`src/rtl/bcd_display_scan.sv`:
```
// -----------------------------------------------------------------------------
// bcd_display_scan
//
// Purpose:
//   Latches the ALU's tens/units BCD digits together with its zero and error
//   flags. It then time-multiplexes the two digits onto a 2-digit 7-segment
//   display. Between digits there is a short all-dark guard gap, which
//   prevents ghosting. A leading zero in the tens position is blanked, and an
//   error result is shown as the glyph "Er". All pad-facing outputs come
//   straight from flops.
//
// Scan order (one counter, cleared on every state change):
//   S_TENS (REFRESH_DIV) -> S_GAP1 (GUARD_CYC) -> S_UNITS (REFRESH_DIV)
//   -> S_GAP0 (GUARD_CYC) -> S_TENS ...
//
// Optional feature macro:
//   ERR_BLINK_EN - when defined, a latched error blinks the display. The
//                  display toggles between lit and dark every BLINK_SCANS full
//                  scans. When undefined, the "Er" glyph is shown steadily.
//
// Parameters:
//   REFRESH_DIV  clk cycles each digit is lit per scan (>= 2)
//   GUARD_CYC    clk cycles of darkness between digits (>= 1)
//   BLINK_SCANS  full scans per blink half-period (ERR_BLINK_EN only)
//
// Ports:
//   clk       system clock, rising edge
//   rst_n     synchronous reset, active-low
//   load      1-cycle strobe capturing dec_bin/unis_bin/zero/error
//   dec_bin   tens digit (10-15 shown as a dash)
//   unis_bin  units digit (10-15 shown as a dash)
//   zero      ALU zero flag
//   error     ALU error flag
//   seg       segments {g,f,e,d,c,b,a}, active-high
//   dig_en    anode enables {tens,units}, active-high, never both set
//   zero_led  latched zero flag
//   err_led   latched error flag
// -----------------------------------------------------------------------------
module bcd_display_scan #(
  parameter int REFRESH_DIV = 1000,
  parameter int GUARD_CYC   = 2,
  parameter int BLINK_SCANS = 50
) (
  input  logic       clk,
  input  logic       rst_n,
  input  logic       load,
  input  logic [3:0] dec_bin,
  input  logic [3:0] unis_bin,
  input  logic       zero,
  input  logic       error,
  output logic [6:0] seg,
  output logic [1:0] dig_en,
  output logic       zero_led,
  output logic       err_led
);

  localparam int MAX_CYC = (REFRESH_DIV > GUARD_CYC) ? REFRESH_DIV : GUARD_CYC;
  localparam int CW      = (MAX_CYC > 1) ? $clog2(MAX_CYC) : 1;
  localparam logic [CW-1:0] REF_LAST   = CW'(REFRESH_DIV - 1);
  localparam logic [CW-1:0] GUARD_LAST = CW'(GUARD_CYC - 1);

  localparam logic [6:0] GLYPH_E = 7'h79;
  localparam logic [6:0] GLYPH_R = 7'h50;

  typedef enum logic [1:0] {
    S_TENS  = 2'd0,
    S_GAP1  = 2'd1,
    S_UNITS = 2'd2,
    S_GAP0  = 2'd3
  } state_t;

  state_t        state_reg, state_next;
  logic [CW-1:0] count_reg, count_next;

  logic [3:0] dec_reg, unis_reg;
  logic       zero_reg, error_reg;

  logic [6:0] seg_reg, seg_next;
  logic [1:0] dig_en_reg, dig_en_next;
  logic       zero_led_reg, err_led_reg;

  logic       blink_dark;

  function automatic logic [6:0] seg_decode(input logic [3:0] v);
    logic [6:0] s;
    case (v)
      4'd0:    s = 7'h3F;
      4'd1:    s = 7'h06;
      4'd2:    s = 7'h5B;
      4'd3:    s = 7'h4F;
      4'd4:    s = 7'h66;
      4'd5:    s = 7'h6D;
      4'd6:    s = 7'h7D;
      4'd7:    s = 7'h07;
      4'd8:    s = 7'h7F;
      4'd9:    s = 7'h6F;
      default: s = 7'h40;  // non-decimal value: dash
    endcase
    return s;
  endfunction

  // Shadow registers. A load does not disturb the scan; new data simply
  // appears in whichever digit is active on the following cycle.
  always_ff @(posedge clk) begin
    if (!rst_n) begin
      dec_reg   <= '0;
      unis_reg  <= '0;
      zero_reg  <= 1'b0;
      error_reg <= 1'b0;
    end else if (load) begin
      dec_reg   <= dec_bin;
      unis_reg  <= unis_bin;
      zero_reg  <= zero;
      error_reg <= error;
    end
  end

  // Scan FSM: state register.
  always_ff @(posedge clk) begin
    if (!rst_n) begin
      state_reg <= S_TENS;
      count_reg <= '0;
    end else begin
      state_reg <= state_next;
      count_reg <= count_next;
    end
  end

  // Scan FSM: next state.
  always_comb begin
    state_next = state_reg;
    count_next = count_reg + 1'b1;
    case (state_reg)
      S_TENS: if (count_reg == REF_LAST) begin
        state_next = S_GAP1;
        count_next = '0;
      end
      S_GAP1: if (count_reg == GUARD_LAST) begin
        state_next = S_UNITS;
        count_next = '0;
      end
      S_UNITS: if (count_reg == REF_LAST) begin
        state_next = S_GAP0;
        count_next = '0;
      end
      S_GAP0: if (count_reg == GUARD_LAST) begin
        state_next = S_TENS;
        count_next = '0;
      end
      default: begin
        state_next = S_TENS;
        count_next = '0;
      end
    endcase
  end

`ifdef ERR_BLINK_EN
  localparam int BW = (BLINK_SCANS > 1) ? $clog2(BLINK_SCANS) : 1;
  localparam logic [BW-1:0] BLINK_LAST = BW'(BLINK_SCANS - 1);

  logic [BW-1:0] blink_cnt_reg;
  logic          blink_phase_reg;
  logic          scan_wrap;

  // The last gap cycle ends a full scan.
  assign scan_wrap = (state_reg == S_GAP0) && (count_reg == GUARD_LAST);

  // Blink state restarts on every load, so a fresh error always begins lit.
  always_ff @(posedge clk) begin
    if (!rst_n) begin
      blink_cnt_reg   <= '0;
      blink_phase_reg <= 1'b0;
    end else if (load) begin
      blink_cnt_reg   <= '0;
      blink_phase_reg <= 1'b0;
    end else if (scan_wrap && error_reg) begin
      if (blink_cnt_reg == BLINK_LAST) begin
        blink_cnt_reg   <= '0;
        blink_phase_reg <= ~blink_phase_reg;
      end else begin
        blink_cnt_reg <= blink_cnt_reg + 1'b1;
      end
    end
  end

  assign blink_dark = blink_phase_reg;
`else
  // Blinking is not built in. The comparison is constantly false and only
  // keeps BLINK_SCANS referenced so the parameter list is the same in both
  // builds.
  assign blink_dark = (BLINK_SCANS < 0);
`endif

  // Output decode for the cycle now in progress, registered below. Dark
  // (dig_en=00) always comes with seg=00.
  always_comb begin
    seg_next    = 7'h00;
    dig_en_next = 2'b00;
    case (state_reg)
      S_TENS: begin
        if (error_reg) begin
          seg_next    = GLYPH_E;
          dig_en_next = 2'b10;
        end else if (dec_reg != 4'd0) begin
          seg_next    = seg_decode(dec_reg);
          dig_en_next = 2'b10;
        end
      end
      S_UNITS: begin
        seg_next    = error_reg ? GLYPH_R : seg_decode(unis_reg);
        dig_en_next = 2'b01;
      end
      default: begin
        seg_next    = 7'h00;
        dig_en_next = 2'b00;
      end
    endcase
    if (blink_dark) begin
      seg_next    = 7'h00;
      dig_en_next = 2'b00;
    end
  end

  always_ff @(posedge clk) begin
    if (!rst_n) begin
      seg_reg      <= 7'h00;
      dig_en_reg   <= 2'b00;
      zero_led_reg <= 1'b0;
      err_led_reg  <= 1'b0;
    end else begin
      seg_reg      <= seg_next;
      dig_en_reg   <= dig_en_next;
      zero_led_reg <= zero_reg;
      err_led_reg  <= error_reg;
    end
  end

  assign seg      = seg_reg;
  assign dig_en   = dig_en_reg;
  assign zero_led = zero_led_reg;
  assign err_led  = err_led_reg;

endmodule

```
`config.mk`:
```
export PLATFORM = sky130hd
export DESIGN_NAME = bcd_display_scan
export DESIGN_NICKNAME = d
export VERILOG_FILES = /design/src/rtl/bcd_display_scan.sv
export SDC_FILE = /design/constraint.sdc
export NUM_CORES = 1
export LEC_CHECK = 0
export ABC_AREA = 1
export BUFFER_PORTS_ARGS = -buffer_cell sky130_fd_sc_hd__buf_2
export CORE_MARGIN = 4
export CORE_UTILIZATION = 40
export CTS_BUF_LIST = sky130_fd_sc_hd__clkbuf_16
export DETAILED_ROUTE_END_ITERATION = 16
export PLACE_DENSITY = 0.59
export SYNTH_ARGS = -nofsm -noshare
export SYNTH_HDL_FRONTEND = slang
export SYNTH_SLANG_ARGS = --single-unit
```
`constraint.sdc`:
```
create_clock -name clk -period 1.7 [get_ports clk]
set_input_delay 0.085 -clock clk [delete_from_list [all_inputs] [get_ports clk]]
set_output_delay 0.085 -clock clk [all_outputs]
set_load 0.03 [all_outputs]
```
==> results_tabular.tex <==
\begin{tabular}{lr}
\hline
Metric & Value \\
\hline
\multicolumn{2}{l}{\textbf{STA}} \\
Worst slew slack as a fraction of its limit & 74.7\% \\
Pins over their slew limit & 0 \\
Unrepaired setup endpoints after global routing & no \\
Final critical delay including setup and external delays & 1.42 ns \\
Slew at the pin closest to its max-slew limit & 0.379 ns \\
Hold Violations, Final & 0 \\
Setup\_tns & 0 ns \\
Share of the clock period used by the worst path after layout & 83.8\% \\
Final-layout worst hold slack & 0.0298 ns \\
Setup Skew & 0.00232 ns \\
Fmax achieved & 0.702 GHz \\
Worst setup margin & 0.276 ns \\
\# setup viols final & 0 \\
\multicolumn{2}{l}{\textbf{Routing}} \\
Average detailed-routed wire length per instance & 10.1 µm \\
Met2 wirelength from detailed routing & 1530 µm \\
Number of detailed-route iterations in the first pass & 4 \\
Residual antenna-violating net count after detailed routing & 0 \\
DR DRC count & 0 \\
Vias per cell & 4.39 \\
Top routing layer in use & met4 \\
Routed length on met1 & 2050 µm \\
Total via count in the routed design & 1,648 \\
Length of routed met3 wiring & 175 µm \\
Routed wire length & 3800 µm \\
Iteration-0 DRC Markers & 130 \\
\multicolumn{2}{l}{\textbf{Final layout}} \\
Area grow syn2layout & 15.6\% \\
N\_diodes & 0 \\
Fraction of final layout cells with drive strength greater than 1 & 14.8\% \\
Post-layout net count & 336 \\
Final standard cell utilization of the core & 48.1\% \\
Final cell count without fillers & 375 \\
\multicolumn{2}{l}{\textbf{Synthesis}} \\
Total nets after synthesis & 308 \\
Number of storage elements in the synthesis netlist & 47 \\
Mean Syn Cell Area & 7.72 µm² \\
Top cell type's share of synthesized area & 44.0\% \\
Sequential fraction of the synthesis area & 44.0\% \\
Post-Synthesis Cell Area & 2140 µm² \\
Synth Instances & 277 \\
Leading area contributor after synthesis & sky130\_fd\_sc\_hd\_\_dfxtp\_1 \\
Count of distinct cell types in the synthesized netlist & 23 \\
Synth area leaders & sky130\_fd\_sc\_hd\_\_dfxtp\_1 (44\%), sky130\_fd\_sc\_hd\_\_nand2\_1 (11\%), sky130\_fd\_sc\_hd\_\_ha\_1 (11\%), sky130\_fd\_sc\_hd\_\_nor2\_1 (7.5\%), sky130\_fd\_sc\_hd\_\_inv\_1 (5.8\%) \\
Count of synthesis-stage warnings from yosys & 0 \\
\multicolumn{2}{l}{\textbf{Job}} \\
Max Cap Violations & 0 \\
\multicolumn{2}{l}{\textbf{Critical path}} \\
Worst EP required & 1.87 ns \\
Crit path buffers/inverters & 2 \\
Critical Path Sink Type & flop \\
Start-to-end type of the worst setup path & reg2reg \\
Startpoint type of the worst setup path & flop \\
Cell class contributing the biggest share of worst-path delay & simple AND/OR/NAND/NOR gates \\
CP Cell Sequence & inv\_1 > ha\_1 > nor2\_1 > inv\_1 > nand2\_1 > nand2\_1 > nand2\_2 > nor2\_1 \\
Arrival time at the worst endpoint & 1.59 ns \\
Cell type of the slowest stage on the worst timing path & sky130\_fd\_sc\_hd\_\_dfxtp\_1 \\
Max incr delay on CP & 0.38 ns \\
Worst-path maximum fanout & 9 \\
\multicolumn{2}{l}{\textbf{Placement}} \\
Final HPWL from detailed placement & 2910 µm \\
Placer congestion estimate & 0.802 \\
Post-place setup slack & 0.247 ns \\
\# port buffers & 23 \\
Count of placed standard cells including taps & 368 \\
\multicolumn{2}{l}{\textbf{Floorplanning}} \\
Number of placed I/O pins & 24 \\
Area of the placeable core & 5140 µm² \\
Die H & 81.1 µm \\
Overall die area & 6580 µm² \\
Standard-cell row count & 26 \\
Initial cell density of the core & 41.6\% \\
Horiz. Die Dim & 81.1 µm \\
\multicolumn{2}{l}{\textbf{Status}} \\
Run status & completed \\
\multicolumn{2}{l}{\textbf{Pwr}} \\
Clk pwr share & 37.3\% \\
Internal power of the cells & 0.00184 W \\
Part of the total power dissipated in combinational logic & 12.8\% \\
Total power density per cell area & 991 nW/µm² \\
Net switching fraction of the power & 25.1\% \\
Sequential Power Share & 49.9\% \\
Largest vdd supply drop & 483 µV \\
Leakage Power & 1.22 nW \\
Switching power of the nets & 0.000615 W \\
\multicolumn{2}{l}{\textbf{Global route}} \\
Maximum number of pins on one net before global-route repair & 15 \\
First-pass GRT wire length & 6760 µm \\
Number of antenna violations at the first check in global routing & 0 \\
Number of global-route vias before repair & 1,532 \\
GRT Total Usage & 13.1\% \\
Grt ovf & 0 \\
\multicolumn{2}{l}{\textbf{Min path}} \\
Worst hold path type & in2reg \\
\multicolumn{2}{l}{\textbf{Clock network}} \\
Root cell of the clock tree & sky130\_fd\_sc\_hd\_\_clkbuf\_16 \\
Num Clock Sinks & 47 \\
Clock tree from TritonCTS & yes \\
Insertion delay of the later-clocked pin in the worst-skew pair & 0.28 ns \\
Number of buffers inserted during clock tree synthesis & 5 \\
Number of gates resized after cts & 0 \\
H-Tree Depth & 2 \\
Clock slew seen by the registers of the worst setup and hold paths & 0.06 ns \\
Number of setup buffers added after CTS & 0 \\
Hold-fix buffers, CTS & 0 \\
Worst-case clock buffer depth & 2 \\
\hline
\end{tabular}
## worst paths after layout
path / startpoint / end / slack, ns / cells past startpoint
worst max register to register: state_reg[1] / count_reg[9] / 0.28 / 8
worst max-delay path: state_reg[1] / count_reg[9] / 0.28 / 8
worst min-delay path: zero / zero_reg / 0.03 / 3
worst min register to register: zero_reg / zero_led / 0.43 / 2
## metrics by stage
| stage | power [W] | instance area (µm²) |
|---|---|---|
| after CTS | 0.00249 | 2470 |
| after detailed placement | 0.00156 | 2330 |
| after global routing | 0.00259 | 2470 |
| after floorplan | 0.00148 | 2140 |
| final | 0.00245 | 2470 |
| after global placement | 0.00156 | 2330 |
## metal layers
layer | vias up | GRT usage [%]
met5 | - | 0
met4 | 0 | 4.05
met3 | 5 | 3.66
met2 | 29 | 18.6
met1 | 708 | 19.1
li1 | 906 | -
## cell type report
| type | count | area (µm²) |
|---|---|---|
| clock buffer | 5 | 125 |
| clock inverter | 2 | 12.5 |
| fill | 543 | 2670 |
| inverter | 37 | 139 |
| multi-input combinational | 188 | 1030 |
| sequential | 47 | 941 |
| tap | 70 | 87.6 |
| timing repair buffer | 26 | 138 |
## synth_stat cells
master                     count
sky130_fd_sc_hd__nand2_1      64
sky130_fd_sc_hd__or2_1         2
sky130_fd_sc_hd__nand2_2       1
sky130_fd_sc_hd__o21ai_1       4
sky130_fd_sc_hd__nor3_1        4
sky130_fd_sc_hd__nor2_1       43
sky130_fd_sc_hd__xor2_1        6
sky130_fd_sc_hd__buf_2         3
sky130_fd_sc_hd__nand3_1      12
sky130_fd_sc_hd__o21ai_0      14
sky130_fd_sc_hd__ha_1         18
sky130_fd_sc_hd__nor3_4        1
sky130_fd_sc_hd__xnor2_1       1
sky130_fd_sc_hd__o21ai_2       1
sky130_fd_sc_hd__nor3_2        3
sky130_fd_sc_hd__inv_1        33
sky130_fd_sc_hd__nand3_2       3
sky130_fd_sc_hd__or2_0         2
sky130_fd_sc_hd__a21oi_1       5
sky130_fd_sc_hd__inv_2         4
sky130_fd_sc_hd__o211ai_1      4
sky130_fd_sc_hd__dfxtp_1      47
sky130_fd_sc_hd__buf_4         2
## cell families after synthesis
| group | after synthesis | synth area share [%] |
|---|---|---|
| xor+xnor | 7 | 2.87 |
| fa+ha+maj | 18 | 10.5 |
| compound gates | 28 | 7.19 |
| buf+inv | 42 | 7.89 |
| simple gates | 135 | 27.5 |
| flops | 47 | 44.0 |
## worst min-delay path, cell delays in order
cell and delay [ns]:
sky130_fd_sc_hd__buf_2 0.07, sky130_fd_sc_hd__nor2_1 0.03, sky130_fd_sc_hd__nor2_1 0.08
## cell usage in the layout (no fill, tap or decap), drive strengths merged, types with 5 or more instances in the layout
cell type and count:
inv 38, nor3 8, nor2 43, nand3 15, nand2 65, xor2 6
dfxtp 47, buf 26, a21oi 5, o21ai 19, clkbuf 5, ha 18
## power by group through the flow
stage               Combinational, W  Clock [W]  Sequential (W)
floorplan                   0.000191          0         0.00128
global placement            0.000314          0         0.00125
detailed placement          0.000316          0         0.00125
CTS                         0.000318   0.000947         0.00122
global route                0.000362   0.000991         0.00123
finish                      0.000313   0.000913         0.00122
(Power assumes the default switching activity.)
